File: config.mk
export PLATFORM = sky130hd
export DESIGN_NAME = joypad_debounce
export DESIGN_NICKNAME = d
export VERILOG_FILES = /design/src/rtl/joypad_debounce.sv
export SDC_FILE = /design/constraint.sdc
export NUM_CORES = 1
export LEC_CHECK = 0
export CORE_ASPECT_RATIO = 0.75
export CORE_MARGIN = 2
export CORE_UTILIZATION = 60
export CTS_BUF_LIST = sky130_fd_sc_hd__clkbuf_4
export DETAILED_ROUTE_END_ITERATION = 8
export PLACE_DENSITY_LB_ADDON = 0.05
export RECOVER_POWER = 25
export SLEW_MARGIN = 20
export SYNTH_ARGS = -nofsm -noshare
export SYNTH_HDL_FRONTEND = slang
export SYNTH_SLANG_ARGS = --single-unit
File: constraint.sdc
create_clock -name clk -period 5.6 [get_ports clk]
set_input_delay 1.12 -clock clk [delete_from_list [all_inputs] [get_ports clk]]
set_output_delay 1.12 -clock clk [all_outputs]
set_load 0.05 [all_outputs]
File: src/rtl/joypad_debounce.sv
// -----------------------------------------------------------------------------
// joypad_debounce
//
// Debounces the eight joypad button pins and presents them as an active-low
// vector for the FF00 joypad register block, plus a one-cycle interrupt
// request whenever any button becomes pressed.
//
// Each pin is first converted to active-low, then passed through a 2-flop
// synchronizer. A per-bit counter measures how many consecutive cycles the
// synchronized value has disagreed with the accepted (stable) value; once the
// disagreement has lasted DEBOUNCE_CYCLES cycles the new value is accepted.
//
// Parameters
//   DEBOUNCE_CYCLES  consecutive stable synchronized cycles needed to accept
//                    a change (1 .. 2**CNT_W-1)
//   CNT_W            width of each per-bit debounce counter
//   RAW_ACTIVE_HIGH  1: je_raw bit is 1 when pressed; 0: je_raw already low
//
// Ports
//   clk         in   system clock, all state updates on the rising edge
//   rst         in   synchronous active-high reset
//   je_raw[7:0] in   asynchronous button pins
//                    [3:0] right, left, up, down; [7:4] a, b, select, start
//   je[7:0]     out  debounced active-low buttons (0 = pressed), same order
//   joypad_irq  out  one-cycle pulse requesting the joypad interrupt
// -----------------------------------------------------------------------------
module joypad_debounce #(
  parameter int unsigned DEBOUNCE_CYCLES = 20000,
  parameter int unsigned CNT_W           = 16,
  parameter bit          RAW_ACTIVE_HIGH = 1'b1
) (
  input  logic       clk,
  input  logic       rst,
  input  logic [7:0] je_raw,
  output logic [7:0] je,
  output logic       joypad_irq
);

  localparam int unsigned NUM_BTN = 8;

  // Counter value on the cycle that accepts a change.
  localparam logic [CNT_W-1:0] CNT_LAST = CNT_W'(DEBOUNCE_CYCLES - 1);

  // Active-low view of the raw pins, before synchronization.
  logic [7:0] raw_n;

  // Synchronizer stages; sync2_q is the synchronized value.
  logic [7:0] sync1_q;
  logic [7:0] sync2_q;

  // Accepted button state (drives je) and its next value.
  logic [7:0] stable_q;
  logic [7:0] stable_d;

  // je as it was one edge earlier, used to spot 1->0 transitions.
  logic [7:0] je_prev_q;

  // Per-bit mismatch duration counters.
  logic [CNT_W-1:0] cnt_q [NUM_BTN];
  logic [CNT_W-1:0] cnt_d [NUM_BTN];

  logic irq_q;
  logic irq_d;

  assign raw_n = RAW_ACTIVE_HIGH ? ~je_raw : je_raw;

  // ---------------------------------------------------------------------------
  // Next-state logic
  // ---------------------------------------------------------------------------
  always_comb begin
    // NOTE: every variable gets a default before any branch so that no path
    // leaves it unassigned, which would otherwise infer a latch.
    stable_d = stable_q;
    for (int b = 0; b < NUM_BTN; b++) begin
      cnt_d[b] = '0;
      if (sync2_q[b] != stable_q[b]) begin
        // The synchronized value has now disagreed for DEBOUNCE_CYCLES
        // cycles: accept it and restart the counter. The >= keeps the
        // counter from ever running past the last value.
        if (cnt_q[b] >= CNT_LAST) begin
          stable_d[b] = sync2_q[b];
        end else begin
          cnt_d[b] = cnt_q[b] + CNT_W'(1);
        end
      end
    end

    // A bit that was released on the previous edge's view and is pressed in
    // the current view fell on the last edge; the request follows one edge
    // later. Releases (0->1) never contribute.
    irq_d = |(je_prev_q & ~stable_q);
  end

  // ---------------------------------------------------------------------------
  // State registers
  // ---------------------------------------------------------------------------
  always_ff @(posedge clk) begin
    // NOTE: sequential state uses non-blocking assignments so every flop
    // samples the pre-edge values, which keeps the synchronizer chain and
    // the je_prev_q history one cycle apart.
    if (rst) begin
      sync1_q   <= '1;
      sync2_q   <= '1;
      stable_q  <= '1;
      je_prev_q <= '1;
      irq_q     <= 1'b0;
      // NOTE: the counter array is a bank of individual flops, not a RAM,
      // so it is cleared on reset; stale partial counts must not survive.
      for (int b = 0; b < NUM_BTN; b++) begin
        cnt_q[b] <= '0;
      end
    end else begin
      sync1_q   <= raw_n;
      sync2_q   <= sync1_q;
      stable_q  <= stable_d;
      je_prev_q <= stable_q;
      irq_q     <= irq_d;
      for (int b = 0; b < NUM_BTN; b++) begin
        cnt_q[b] <= cnt_d[b];
      end
    end
  end

  // Outputs come straight from flops.
  assign je         = stable_q;
  assign joypad_irq = irq_q;

endmodule

# Word-level counts from Yosys, hierarchy flattened
# Memories as Yosys holds them, arrays and structs flattened.
# Index checks and enable logic that the tools add are counted.
[op_classes]
n_addsub = 8
order_cmp = 8
eq_ne = 8
mux = 27
bitwise = 11
n_reduce_logical = 9
[op_table]
columns = ["operator", "count"]
rows = [
  ["2-to-1 mux 16 bit", 24],
  ["adder 16 x 1 -> 16 bit, second input constant", 8],
  [">= comparator 16 x 15 -> 1 bit, second input constant", 8],
  ["inverter 8 bit", 2],
  ["AND reduction 2 bit", 8],
  ["AND 8 bit", 1],
  ["!= test 1 bit", 8],
  ["OR 1 bit", 8],
  ["OR reduction 8 bit", 1],
  ["2-to-1 mux 1 bit", 3],
]
[word_totals]
register_bits = 33
ram_bits = 128
in_bits = 10
output_inout_bits = 9
word_cells = 84
memories = 1
[mem_list]
columns = ["memory", "words", "width", "rd", "rd_ports_with_merged_regs", "write_ports", "line_no", "text"]
rows = [
  ["cnt_q", 8, 16, 8, 0, 8, "59", "logic [CNT_W-1:0] cnt_q [NUM_BTN];"],
]

# Longest topological paths before layout
[logic_depth]
depth_word = 4
depth_mapped = 7
depth_no_buf = 5

# Worst setup path after synthesis
# No wires, ideal clock.
[synth_timing]
kind = "input-to-reg"
start = "input port rst"
end = "memory cnt_q[5][5] (netlist: cnt_q[1][21])"
setup_time_ps = 117
t_arrival_ps = 2243
t_required_ps = 5483
path_slack_ps = 3239
stages = 6
path_buffers = 3
cell_sequence = "clkbuf_1 -> clkbuf_1 -> nor2_1 -> a31oi_1 -> buf_2 -> nor2_1"
[synth_rtl]
columns = ["element", "line_no", "text"]
rows = [
  ["start: declaration", "33", "input logic rst,"],
  ["end: declaration", "59", ""],
]

==> summary by stage <==
Setup path
In this run the worst path has a maximum fanout of 28. In this design, the stage delay of the slowest critical-path cell is 1.13 ns. Counting both buffers and inverters, the worst setup path holds a total of 2.

STA classifies the critical path startpoint as an input port. The critical path is of the input port to flip-flop type. Walking the worst path, the cells encountered are dlygate4sd3_1, clkbuf_1, nor4_1, a31oi_2, nor2_1.

At the worst endpoint, the required time is 5.99 ns. The dominant delay contributor by cell family on the critical path is buffers and inverters. On the critical path, the stage with the largest delay is an instance of sky130_fd_sc_hd__dlygate4sd3_1. The kind of end point of the critical path is a flip-flop. Across all register-to-register paths, the minimum setup slack is about 3.5 ns. STA puts the critical path data arrival time at between 3 and 4 ns.

Timing
For the pin with the worst max-slew slack, the measured transition is 0.952 ns. The final hold violation count was 0. The final number of setup-violating endpoints is 0. The final total negative setup slack is 0 ns. Measured against its own limit, the worst slew margin works out to a little over a third. The maximum achievable frequency is ~300 MHz. Clock skew on the completed layout was measured at 0.0192 ns.

Hold timing on the final database bottoms out at a slack of approximately 0.41 ns. Setup repair after global routing left no endpoint under its margin. The smallest clock period supported by the final layout is computed as about 3.3 ns. Setup slack on the critical path of the routed design comes to 2.31 ns.

The share of the cycle needed by the critical path after routing is roughly 59%. The number of max-slew violations in the final report is 0.

Clock network
The clock tree from TritonCTS is built. In this run the deepest clock path goes through 2 buffers. The latest clock arrival within the worst-skew pair is roughly 0.53 ns. In this run, post-CTS repair resized a total of 0 instances. The number of clock buffers inserted by TritonCTS is 17. The number of hold-repair buffers added at the cts stage is 0. The clock transition time at the flip-flop clock pins of the worst setup and hold paths is 0.14 ns. For this design, the sink count on the clock tree is 161.

The cell chosen for the clock root is sky130_fd_sc_hd__clkbuf_4. The depth of the CTS H-tree is 4. The buffer count from post-CTS setup fixing is 0.

Yosys
Ranked by instance count, the synthesized netlist is headed by sky130_fd_sc_hd__dfxtp_1 (161), sky130_fd_sc_hd__nor2_1 (158), sky130_fd_sc_hd__xnor2_1 (68). The most common flop cell mapped by yosys is sky130_fd_sc_hd__dfxtp_1. The share of the synthesized area in the top cell type is between 40 and 50%. The dominant cell by count in the synthesized netlist is sky130_fd_sc_hd__dfxtp_1.

Synthesis handed over a netlist of between 700 and 800 instances. The share of flip-flops with an asynchronous set or reset is 0%. In this run, synthesis inferred 0 flip-flops with an integrated enable.

The number of warnings printed during yosys synthesis is 0. The area of the mapped netlist is roughly 0.0066 mm2. The cell taking the most area after synthesis is sky130_fd_sc_hd__dfxtp_1. After synthesis, the cell types taking the most area are sky130_fd_sc_hd__dfxtp_1 (49%), sky130_fd_sc_hd__xnor2_1 (9.0%), sky130_fd_sc_hd__nor2_1 (9.0%). The count of different cell masters after synthesis is 50. Synthesis inferred around 160 register bits. The average cell area after synthesis is ~9 um2. The sequential fraction of the synthesis area is 49.0%.

Drt
The via-per-instance ratio is ~5.3. The per-cell routed wire length is 12.8 um. The overall via count from detail_route is slightly below 5000.

Wires add up to approximately 12000 um. In this run, the number of DRC markers left after iteration 0 of detailed routing was between 200 and 250. The number of detailed-route iterations in the first pass is 4.

The number of design rule violations left after detail routing is 0. The number of antenna-violating nets in the routed design is 0.

Power
The total power divided by cell area is 271 mW/mm2. The analysis attributes to cell leakage a power of between 2 and 2.5 nW. VDD sags by at most 198 uV.

Global route
The global-route wire length before repair is about 20000 um. The total grt overflow is 0. Entering global routing, the biggest net connects 29 pins. The via count of the first global-routing pass is 4627. The overall routing resource usage is about a fifth. The number of antenna violations at the first check in global routing was 0.

Floorplanning
The die is roughly 120 um wide. Once the floorplan was initialized, standard cells occupied between 60 and 70% of the core. The site row count is 33.

The I/O pin count is 19. The die footprint is 0.0118 mm2. The die span in y is between 90 and 100 um. The core region is ~0.011 mm2.

Placed design
The HPWL after detailed placement is 8080 um. The worst-case setup slack after placement is between 2 and 2.5 ns. The number of cells after detailed placement is 878. Routability-driven placement finished with a final weighted congestion of 0.813. The count of buffers added on input and output ports is 18.

Status
The run finished with clean final reports.

Cells and area
In the final layout, flip-flops and latches occupy around 0.0032 mm2. The finished layout holds approximately 910 standard cells, fillers aside. Once layout is complete, the utilization of the core stands at between 60 and 70%.

The number of antenna diodes is 0. In the final layout, the multi-input gates occupy about 0.0032 mm2. Of the cells placed in the final design, the portion with a size suffix greater than 1 is slightly above 7%. The count of fill cells added during filler insertion is 903. In the final design database the tool counted a little under 800 nets. From synthesis to final layout, the design area changed by 9.33%.

Min path
The worst hold path belongs to the class flip-flop to flip-flop.

Flow run
The number of max-cap violations is 0.
-- area by class of cell --
cell class	count	share of cell area, %
multi-input cells	527	44.2
repair buffers	20	2.66
inverters	31	1.62
clock inverters	15	2.54
flip-flops and latches	161	44.8
well taps	140	2.43
clock buffers	17	1.77
-- path summary, 6_finish.rpt --
check,start,end,cells past startpoint
worst max-delay path,rst,cnt_q[0][28],5
worst min-delay path,sync1_q[6],sync2_q[6],1
worst max register to register,cnt_q[0][32],cnt_q[0][42],5
worst min register to register,sync1_q[6],sync2_q[6],1
-- metrics by stage --
step	instance area, um2	power, W
finish	7200	0.00195
global route	7200	0.00203
CTS	7180	0.00197
detailed placement	6870	0.00124
global placement	6870	0.00124
floorplan	6610	0.00123
-- placed cells by master (no fill, tap or decap), types with 22 or more instances in the layout --
cell type                 netlist  routed
sky130_fd_sc_hd__nor2_1       158     158
sky130_fd_sc_hd__nand4_1       31      31
sky130_fd_sc_hd__xnor2_1       68      68
sky130_fd_sc_hd__inv_1         31      31
sky130_fd_sc_hd__dfxtp_1      161     161
sky130_fd_sc_hd__nand3_1       37      37
sky130_fd_sc_hd__nor3_1        28      28
sky130_fd_sc_hd__nor4_1        22      22
sky130_fd_sc_hd__xor2_1        37      37
sky130_fd_sc_hd__nand2_1       28      28
-- worst reg2reg max path: cells and delay by family, from the launching register on --
kind	cells	cell delay, ns
simple gates	3	0.88
fa+ha+maj	1	0.23
compound gates	1	0.46
flops	1	0.41
-- per-layer routing --
layer	track usage (%)	wire, um
met5	0	0
met4	6.11	61
met3	5.50	417
met2	35.7	5330
met1	26.2	5830
-- sequential cells by signal, summed over array words and instances (netlist names) --
register	cells
cnt_q	128
je	8
je_prev_q	8
sync1_q	8
sync2_q	8
joypad_irq	1
-- cell families (layout without fill, tap and decap cells) --
family / count (synthesis) / after routing / share of synthesized area [%]
multiplexers: 5 / 5 / 0.760
AO/OA/AOI/OAI: 39 / 39 / 4.41
adder cells (fa/ha/maj): 8 / 8 / 1.52
buffers and inverters: 49 / 83 / 3.31
AND/OR/NAND/NOR: 362 / 362 / 27.0
other: 1 / 8 / 0.0570
flip-flops: 161 / 161 / 49.0
XOR/XNOR: 105 / 105 / 14.0
-- where the power goes --
part           internal (W)  leakage, nW  switching (W)
clock              0.000315        0.155       0.000416
combinational     0.0000217        0.901      0.0000320
sequential          0.00116         1.31     0.00000812
total               0.00149         2.36       0.000456
Note: power is estimated with default switching activity, not from simulation.
